`src/rtl/store_buffer_if.sv`:
```
// Store, load-forward and dcache write-port signals of the store buffer.
// The slave side is the buffer; the master side is the pipeline/dcache.
interface store_buffer_if #(
  parameter int ADR_W = 12
);
  logic             st_valid;
  logic [ADR_W-1:0] st_adr;
  logic [3:0]       st_we;
  logic [31:0]      st_data;
  logic             st_ready;
  logic             ld_valid;
  logic [ADR_W-1:0] ld_adr;
  logic [31:0]      dc_rdata;
  logic [31:0]      ld_data;
  logic             dc_ready;
  logic [3:0]       dc_we;
  logic [ADR_W-1:0] dc_adr;
  logic [31:0]      dc_din;
  logic             empty;

  modport slave (
    input  st_valid, st_adr, st_we, st_data,
    input  ld_valid, ld_adr, dc_rdata, dc_ready,
    output st_ready, ld_data, dc_we, dc_adr, dc_din, empty
  );

  modport master (
    output st_valid, st_adr, st_we, st_data,
    output ld_valid, ld_adr, dc_rdata, dc_ready,
    input  st_ready, ld_data, dc_we, dc_adr, dc_din, empty
  );
endinterface

```
`src/rtl/store_buffer.sv`:
```
// Posted-write store queue with same-word write combining and
// byte-lane load forwarding ahead of the dcache write port.
module store_buffer #(
  parameter int DEPTH = 4,
  parameter int ADR_W = 12
) (
  input logic          clk,
  input logic          rst,
  store_buffer_if.slave bus
);
  localparam int PW = $clog2(DEPTH);
  localparam int CW = PW + 1;

  logic [ADR_W-1:0] e_adr  [DEPTH];
  logic [3:0]       e_we   [DEPTH];
  logic [31:0]      e_data [DEPTH];

  logic [PW-1:0] head;
  logic [PW-1:0] tail;
  logic [PW-1:0] yng;
  logic [CW-1:0] count;

  logic push;
  logic pop;
  logic comb;

  logic [3:0]  fwd_v;
  logic [31:0] fwd_d;
  logic [3:0]  snap_v;
  logic [31:0] snap_d;

  assign yng  = tail - PW'(1);
  assign pop  = (count != '0) && bus.dc_ready;
  assign push = bus.st_valid && (bus.st_we != 4'b0000) && bus.st_ready;

  // Combine only if the youngest entry survives this edge.
  assign comb = push && (count != '0) &&
                (e_adr[yng] == bus.st_adr) &&
                !(pop && (count == CW'(1)));

  assign bus.st_ready = (count != CW'(DEPTH));
  assign bus.empty    = (count == '0);
  assign bus.dc_we    = (pop && !rst) ? e_we[head] : 4'b0000;
  assign bus.dc_adr   = e_adr[head];
  assign bus.dc_din   = e_data[head];

  always_ff @(posedge clk) begin
    if (rst) begin
      head  <= '0;
      tail  <= '0;
      count <= '0;
      for (int i = 0; i < DEPTH; i++) begin
        e_we[i]   <= 4'b0000;
        e_adr[i]  <= '0;
        e_data[i] <= '0;
      end
    end else begin
      if (comb) begin
        e_we[yng] <= e_we[yng] | bus.st_we;
        for (int l = 0; l < 4; l++) begin
          if (bus.st_we[l])
            e_data[yng][8*l +: 8] <= bus.st_data[8*l +: 8];
        end
      end else if (push) begin
        e_adr[tail]  <= bus.st_adr;
        e_we[tail]   <= bus.st_we;
        e_data[tail] <= bus.st_data;
        tail         <= tail + PW'(1);
      end
      if (pop)
        head <= head + PW'(1);
      count <= count
             + CW'(push && !comb)
             - CW'(pop);
    end
  end

  // Oldest to youngest so later stores override earlier ones.
  always_comb begin
    logic [PW-1:0] idx;
    fwd_v = 4'b0000;
    fwd_d = '0;
    idx   = '0;
    for (int k = 0; k < DEPTH; k++) begin
      idx = head + PW'(k);
      if ((CW'(k) < count) && (e_adr[idx] == bus.ld_adr)) begin
        for (int l = 0; l < 4; l++) begin
          if (e_we[idx][l]) begin
            fwd_v[l]         = 1'b1;
            fwd_d[8*l +: 8]  = e_data[idx][8*l +: 8];
          end
        end
      end
    end
  end

  always_ff @(posedge clk) begin
    if (rst) begin
      snap_v <= 4'b0000;
      snap_d <= '0;
    end else begin
      snap_v <= bus.ld_valid ? fwd_v : 4'b0000;
      snap_d <= fwd_d;
    end
  end

  always_comb begin
    bus.ld_data = bus.dc_rdata;
    for (int l = 0; l < 4; l++) begin
      if (snap_v[l])
        bus.ld_data[8*l +: 8] = snap_d[8*l +: 8];
    end
  end
endmodule
```
`src/flat_wrapper.sv`:
```
// flat-port wrapper written by rule: the top's interface ports become plain ports
module store_buffer_flat 
#(
  parameter int DEPTH = 4,
  parameter int ADR_W = 12
)
  (clk, rst, bus_st_valid, bus_st_adr, bus_st_we, bus_st_data, bus_ld_valid, bus_ld_adr, bus_dc_rdata, bus_dc_ready, bus_st_ready, bus_ld_data, bus_dc_we, bus_dc_adr, bus_dc_din, bus_empty);
  store_buffer_if #(.ADR_W(ADR_W)) bus_i ();
  input logic clk;
  input logic rst;
  input wire logic [$bits(bus_i.st_valid)-1:0] bus_st_valid;
  input wire logic [$bits(bus_i.st_adr)-1:0] bus_st_adr;
  input wire logic [$bits(bus_i.st_we)-1:0] bus_st_we;
  input wire logic [$bits(bus_i.st_data)-1:0] bus_st_data;
  input wire logic [$bits(bus_i.ld_valid)-1:0] bus_ld_valid;
  input wire logic [$bits(bus_i.ld_adr)-1:0] bus_ld_adr;
  input wire logic [$bits(bus_i.dc_rdata)-1:0] bus_dc_rdata;
  input wire logic [$bits(bus_i.dc_ready)-1:0] bus_dc_ready;
  output wire logic [$bits(bus_i.st_ready)-1:0] bus_st_ready;
  output wire logic [$bits(bus_i.ld_data)-1:0] bus_ld_data;
  output wire logic [$bits(bus_i.dc_we)-1:0] bus_dc_we;
  output wire logic [$bits(bus_i.dc_adr)-1:0] bus_dc_adr;
  output wire logic [$bits(bus_i.dc_din)-1:0] bus_dc_din;
  output wire logic [$bits(bus_i.empty)-1:0] bus_empty;
  assign bus_i.st_valid = bus_st_valid;
  assign bus_i.st_adr = bus_st_adr;
  assign bus_i.st_we = bus_st_we;
  assign bus_i.st_data = bus_st_data;
  assign bus_i.ld_valid = bus_ld_valid;
  assign bus_i.ld_adr = bus_ld_adr;
  assign bus_i.dc_rdata = bus_dc_rdata;
  assign bus_i.dc_ready = bus_dc_ready;
  assign bus_st_ready = bus_i.st_ready;
  assign bus_ld_data = bus_i.ld_data;
  assign bus_dc_we = bus_i.dc_we;
  assign bus_dc_adr = bus_i.dc_adr;
  assign bus_dc_din = bus_i.dc_din;
  assign bus_empty = bus_i.empty;
  store_buffer #(.DEPTH(DEPTH), .ADR_W(ADR_W)) u_core (.clk(clk), .rst(rst), .bus(bus_i));
endmodule
```
`config.mk`:
```
export PLATFORM = sky130hd
export DESIGN_NAME = store_buffer_flat
export DESIGN_NICKNAME = d
export VERILOG_FILES = /design/src/rtl/store_buffer_if.sv /design/src/rtl/store_buffer.sv /design/src/flat_wrapper.sv
export SDC_FILE = /design/constraint.sdc
export NUM_CORES = 1
export LEC_CHECK = 0
export ABC_AREA = 1
export BUFFER_PORTS_ARGS = -buffer_cell sky130_fd_sc_hd__buf_2
export CORE_ASPECT_RATIO = 0.6
export CORE_UTILIZATION = 35
export DETAILED_ROUTE_END_ITERATION = 8
export PLACE_DENSITY = 0.51
export SETUP_SLACK_MARGIN = 0.05
export SYNTH_ARGS = -nofsm -noshare
export SYNTH_HDL_FRONTEND = slang
export SYNTH_SLANG_ARGS = --single-unit
export TNS_END_PERCENT = 50
```
`constraint.sdc`:
```
create_clock -name clk -period 5.3 [get_ports clk]
set_clock_uncertainty 0.2 [all_clocks]
set_input_delay 1.06 -clock clk [delete_from_list [all_inputs] [get_ports clk]]
set_output_delay 1.06 -clock clk [all_outputs]
set_load 0.005 [all_outputs]
```
# [After elaboration in Yosys (flattened, before gate mapping)]
# Memory sizes are Yosys's and may differ from the RTL's. A register that Yosys moved wholly into a read port is not among the register bits.
# Index checks and enable logic that the tools add are counted.
[op_classes] add_sub_neg=7 n_lt_le_gt_ge=4 eq_ne=7 n_mux=91 bitwise=3 reduce_logical=26
[ops] cell="two-way mux 32 bit" n=6
[ops] cell="two-way mux 8 bit" n=20
[ops] cell="OR reduction 32 bit" n=2
[ops] cell="equality test 12 bit" n=5
[ops] cell="two-way mux 1 bit" n=44
[ops] cell="two-way mux 4 bit" n=9
[ops] cell="two-way mux 2 bit" n=11
[ops] cell="logical AND 1 bit" n=13
[ops] cell="two-way mux 12 bit" n=1
[ops] cell="OR reduction 12 bit" n=1
[ops] cell="OR reduction 4 bit" n=2
[ops] cell="< comparator 1 x 3 -> 1 bit (first input constant)" n=2
[ops] cell="< comparator 2 x 3 -> 1 bit (first input constant)" n=2
[ops] cell="adder 2 x 1 -> 2 bit (second input constant)" n=2
[ops] cell="adder 2 bit (second input constant)" n=2
[ops] cell="OR 4 bit" n=1
[ops] cell="nonzero test 4 bit" n=1
[ops] cell="adder 3 x 1 -> 3 bit" n=1
[ops] cell="equality test 3 x 1 -> 1 bit (second input constant)" n=1
[ops] cell="logical NOT 1 bit" n=3
[ops] cell="logical NOT 3 bit" n=1
[ops] cell="!= test 3 bit (second input constant)" n=1
[ops] cell="nonzero test 3 bit" n=1
[ops] cell="subtractor 3 x 1 -> 3 bit" n=1
[ops] cell="4 further kinds" n=5
[word_totals] regBits=43 ram_bits=192 in_bits=97 out_inout_bits=82 elab_cells=146 mem_count=3
[memory_table] name="u_core.e_data" depth=4 width=32 read_ports=4 rd_ports_with_merged_regs=1 wr=4 line_no="store_buffer.sv:16" text="logic [31:0] e_data [DEPTH];"
[memory_table] name="u_core.e_adr" depth=4 width=12 read_ports=5 rd_ports_with_merged_regs=1 wr=4 line_no="store_buffer.sv:14" text="logic [ADR_W-1:0] e_adr [DEPTH];"
[memory_table] name="u_core.e_we" depth=4 width=4 read_ports=5 rd_ports_with_merged_regs=1 wr=4 line_no="store_buffer.sv:15" text="logic [3:0] e_we [DEPTH];"

# [Longest topological paths before layout]
[depth] depth_word=12 ltp_mapped=19 mapped_depth_nobuf=17

# [Least setup slack after synthesis]
# OpenSTA, ideal clock, no wires.
[synth_timing] path_kind="input -> register" from="input port bus_st_we[3]" to="memory u_core.e_data[3][0] (enable)" setup_time_ns=0.385 t_arrival_ns=2.955 t_required_ns=4.715 slack_ns=1.760 path_stages=13 path_buffers=1 path_cell_list="inv_1 nand3_1 nand3b_1 nor2_1 nand2_1 nor2_1 nand2_1 nor2_2 nand2_4 nand4_2 nand2_4 buf_6 nor3b_1"
[synth_rtl] item="start, declared" line_no="flat_wrapper.sv:13" text="input wire logic [$bits(bus_i.st_we)-1:0] bus_st_we;"
[synth_rtl] item="end, declared" line_no="store_buffer.sv:16"

==> metrics.txt <==
status=completed; Startpoint Class=register; Initial Util=35.7%; Yosys top cell by area=edfxtp_1; aggregate routed wire length=68.2 mm; Buf/Inv on CP=4; final setup fails=0; ys flop type=edfxtp_1; max-cap violations=0; worst hold path depth=4; Die X=283 µm; Vias=17,230; netlist area before placement=16,600 µm²; DP HPWL=48.7 mm; relative slew slack=35.7%; Final Hold Vio Count=0; CP required=4040 ps; total track usage=27.3%; register area share after synthesis=40.1%; Initial DRC Count=2,215; core box area=46,600 µm²; Finished Layout Cells=3,194; Die Span Y=171 µm; cell family with most CP delay=buffers and inverters; Tightest Pin Transition=964 ps; global-route wire length before repair=98.7 mm; Critical Path Sink Type=output port; CP Max Fanout=62; worst setup margin=993 ps; total placed cells including tap cells=3,145; FMAX=232 MHz; Vias/cell=5.39; Root Buffer=clkbuf_16; Avg WL per Cell=21.3 µm; layout cell share with drive strength beyond 1=13.7%; number of global-route vias before repair=14,818; Synth top area share=34.7%; pwr dens=423 nW/µm²; area occupied by registers=6670 µm²; Post-Place Worst Slack=1000 ps; commonest non-fill, non-tap cell in the layout=nand2_1; synthesized instance count=2,430; setup bufs post-CTS=0; Initial DRT Pass Iterations=6; cts hold-fix bufs=0; RSZ-0062 raised after global routing=false; Clock Sinks=237; WP data arrival=3050 ps; gr ovfl total=0; Post-synth EDFFs=192; commonest non-fill, non-tap cells in the layout=790 x nand2_1, 346 x nor2_1, 294 x o21ai_0; crit path cell chain=inv_2 > buf_4 > o21ai_0 > o22ai_1 > inv_1 > nor2_1 > buf_2; Worst-Skew Late Latency=580 ps; Critical Path Stages=7; Post-DRT Antenna Nets=0; Filler cells=4,828; multi-input logic area=8550 µm²; DRC Markers=0; Yosys warnings=0; Yosys cell types=43; # IOs=179; max incr delay on CP=730 ps; CTS clk-pin slew, worst paths=60 ps; Die ar.=48,400 µm²; maximum VDD drop=0.265 mV; Area Growth Syn to Fin=13.8%; ranking of synthesized cells by area=edfxtp_1 35%, nand2_1 18%, o21ai_0 8.8%; post-CTS sizing=0; H-Tree Level Count=1; Avg Inst Size Synth=6.85 µm²; Synth Net Count=2,532; worst hold slack=505 ps; crit path time final=4310 ps; Async S/R FF share, synth=0%; Final Cycle Share=81.3%; R2R Setup Slk=1120 ps; TritonCTS Buffers=26; Rows=61; initial antenna violation count=1; CTS tree=done; CP max-delay cell=buf_4; GPL Wtd Cong=0.985; CP Class=register to output port; flops & latches, synth=237; PortBufs=178; Leak=8.43 nW; final core occ=40.6%; worst-case clock buffer depth=3; R2R cell count=15; # nets final=2,645; HP Class=register to register; largest net degree at the start of global routing=84; Fin Setup TNS=0 ps; max-slew violations=0
## stage by stage
stage / instance area [µm²] / total power [mW]
6_report: 18900 / 8.00
5_1_grt: 18900 / 8.45
4_1_cts: 18900 / 7.92
3_5_place_dp: 18000 / 5.97
3_3_place_gp: 18000 / 5.92
2_1_floorplan: 16600 / 4.71
## final timing paths
kind	start	to
worst max register to register	u_core.tail[0]	u_core.e_data[1][15]
worst min register to register	u_core.e_data[3][18]	u_core.snap_d[18]
worst max-delay path	register	bus_dc_we[0]
worst min-delay path	u_core.e_data[3][18]	u_core.snap_d[18]
## synthesized netlist by cell type (2+ instances only)
| cell type | instances |
|---|---|
| a21oi_1 | 75 |
| a221oi_1 | 29 |
| a22oi_1 | 5 |
| buf_1 | 8 |
| buf_2 | 35 |
| buf_4 | 7 |
| buf_6 | 4 |
| clkbuf_1 | 77 |
| dfxtp_1 | 45 |
| edfxtp_1 | 192 |
| ha_1 | 4 |
| inv_1 | 219 |
| inv_2 | 4 |
| inv_4 | 2 |
| mux2_2 | 32 |
| nand2_1 | 790 |
| nand2_2 | 5 |
| nand2_4 | 8 |
| nand3_1 | 104 |
| nand3_2 | 9 |
| nand3_4 | 7 |
| nand3b_1 | 3 |
| nand4_1 | 10 |
| nor2_1 | 346 |
| nor2_2 | 17 |
| nor3_1 | 15 |
| nor3b_1 | 4 |
| o2111ai_1 | 2 |
| o211ai_2 | 3 |
| o21ai_0 | 294 |
| o21ai_1 | 10 |
| o22ai_1 | 43 |
| or2_2 | 4 |
| xor2_1 | 9 |
## worst register-to-register path, delay by kind of cell (launching register included)
kind          cells  cell delay (ps)
simple gates     13             2630
buf+inv           2              700
flops             1              310
## registers in the layout, summed over array words and instances (netlist names), named ones only
signal,flops
u_core.snap_d,32
u_core.head,2
u_core.tail,2
u_core.e_data,128
u_core.snap_v,4
u_core.e_we,16
u_core.count,3
u_core.e_adr,48
## cell type report
type	count	area share, %
Antenna cell	1	0.0132
Clock buffer	33	3.63
Clock inverter	15	1.10
Inverter	226	4.51
Multi-Input combinational cell	1836	45.1
Sequential cell	237	35.2
Tap cell	630	4.16
Timing Repair Buffer	216	6.21
## kinds of logic (layout without fill, tap and decap cells)
kind of cell	after synthesis	after routing	share of synthesized area, %
multiplexers	32	32	2.17
buffers and inverters	357	490	8.69
flip-flops	237	237	40.1
XOR/XNOR	9	9	0.474
adder cells (fa/ha/maj)	5	5	0.421
AO/OA/AOI/OAI	465	465	15.3
other	0	1	0
AND/OR/NAND/NOR	1325	1325	32.9
## per-layer routing
layer	GRT usage (%)	share of wire, %	vias to the layer above
li1	-	-	8191
met1	43.6	49	7923
met2	34.8	36	1043
met3	8.25	13	73
met4	4.96	1.7	0
met5	0	0	-
## where the power goes
group | total, mW | leakage [nW] | internal [mW] | switching (mW)
Combinational | 3.58 | 5.65 | 0.998 | 2.59
Sequential | 2.46 | 2.36 | 2.24 | 0.226
Clock | 1.95 | 0.421 | 1.12 | 0.835
Total | 8.00 | 8.43 | 4.36 | 3.65
(Power assumes the default switching activity.)
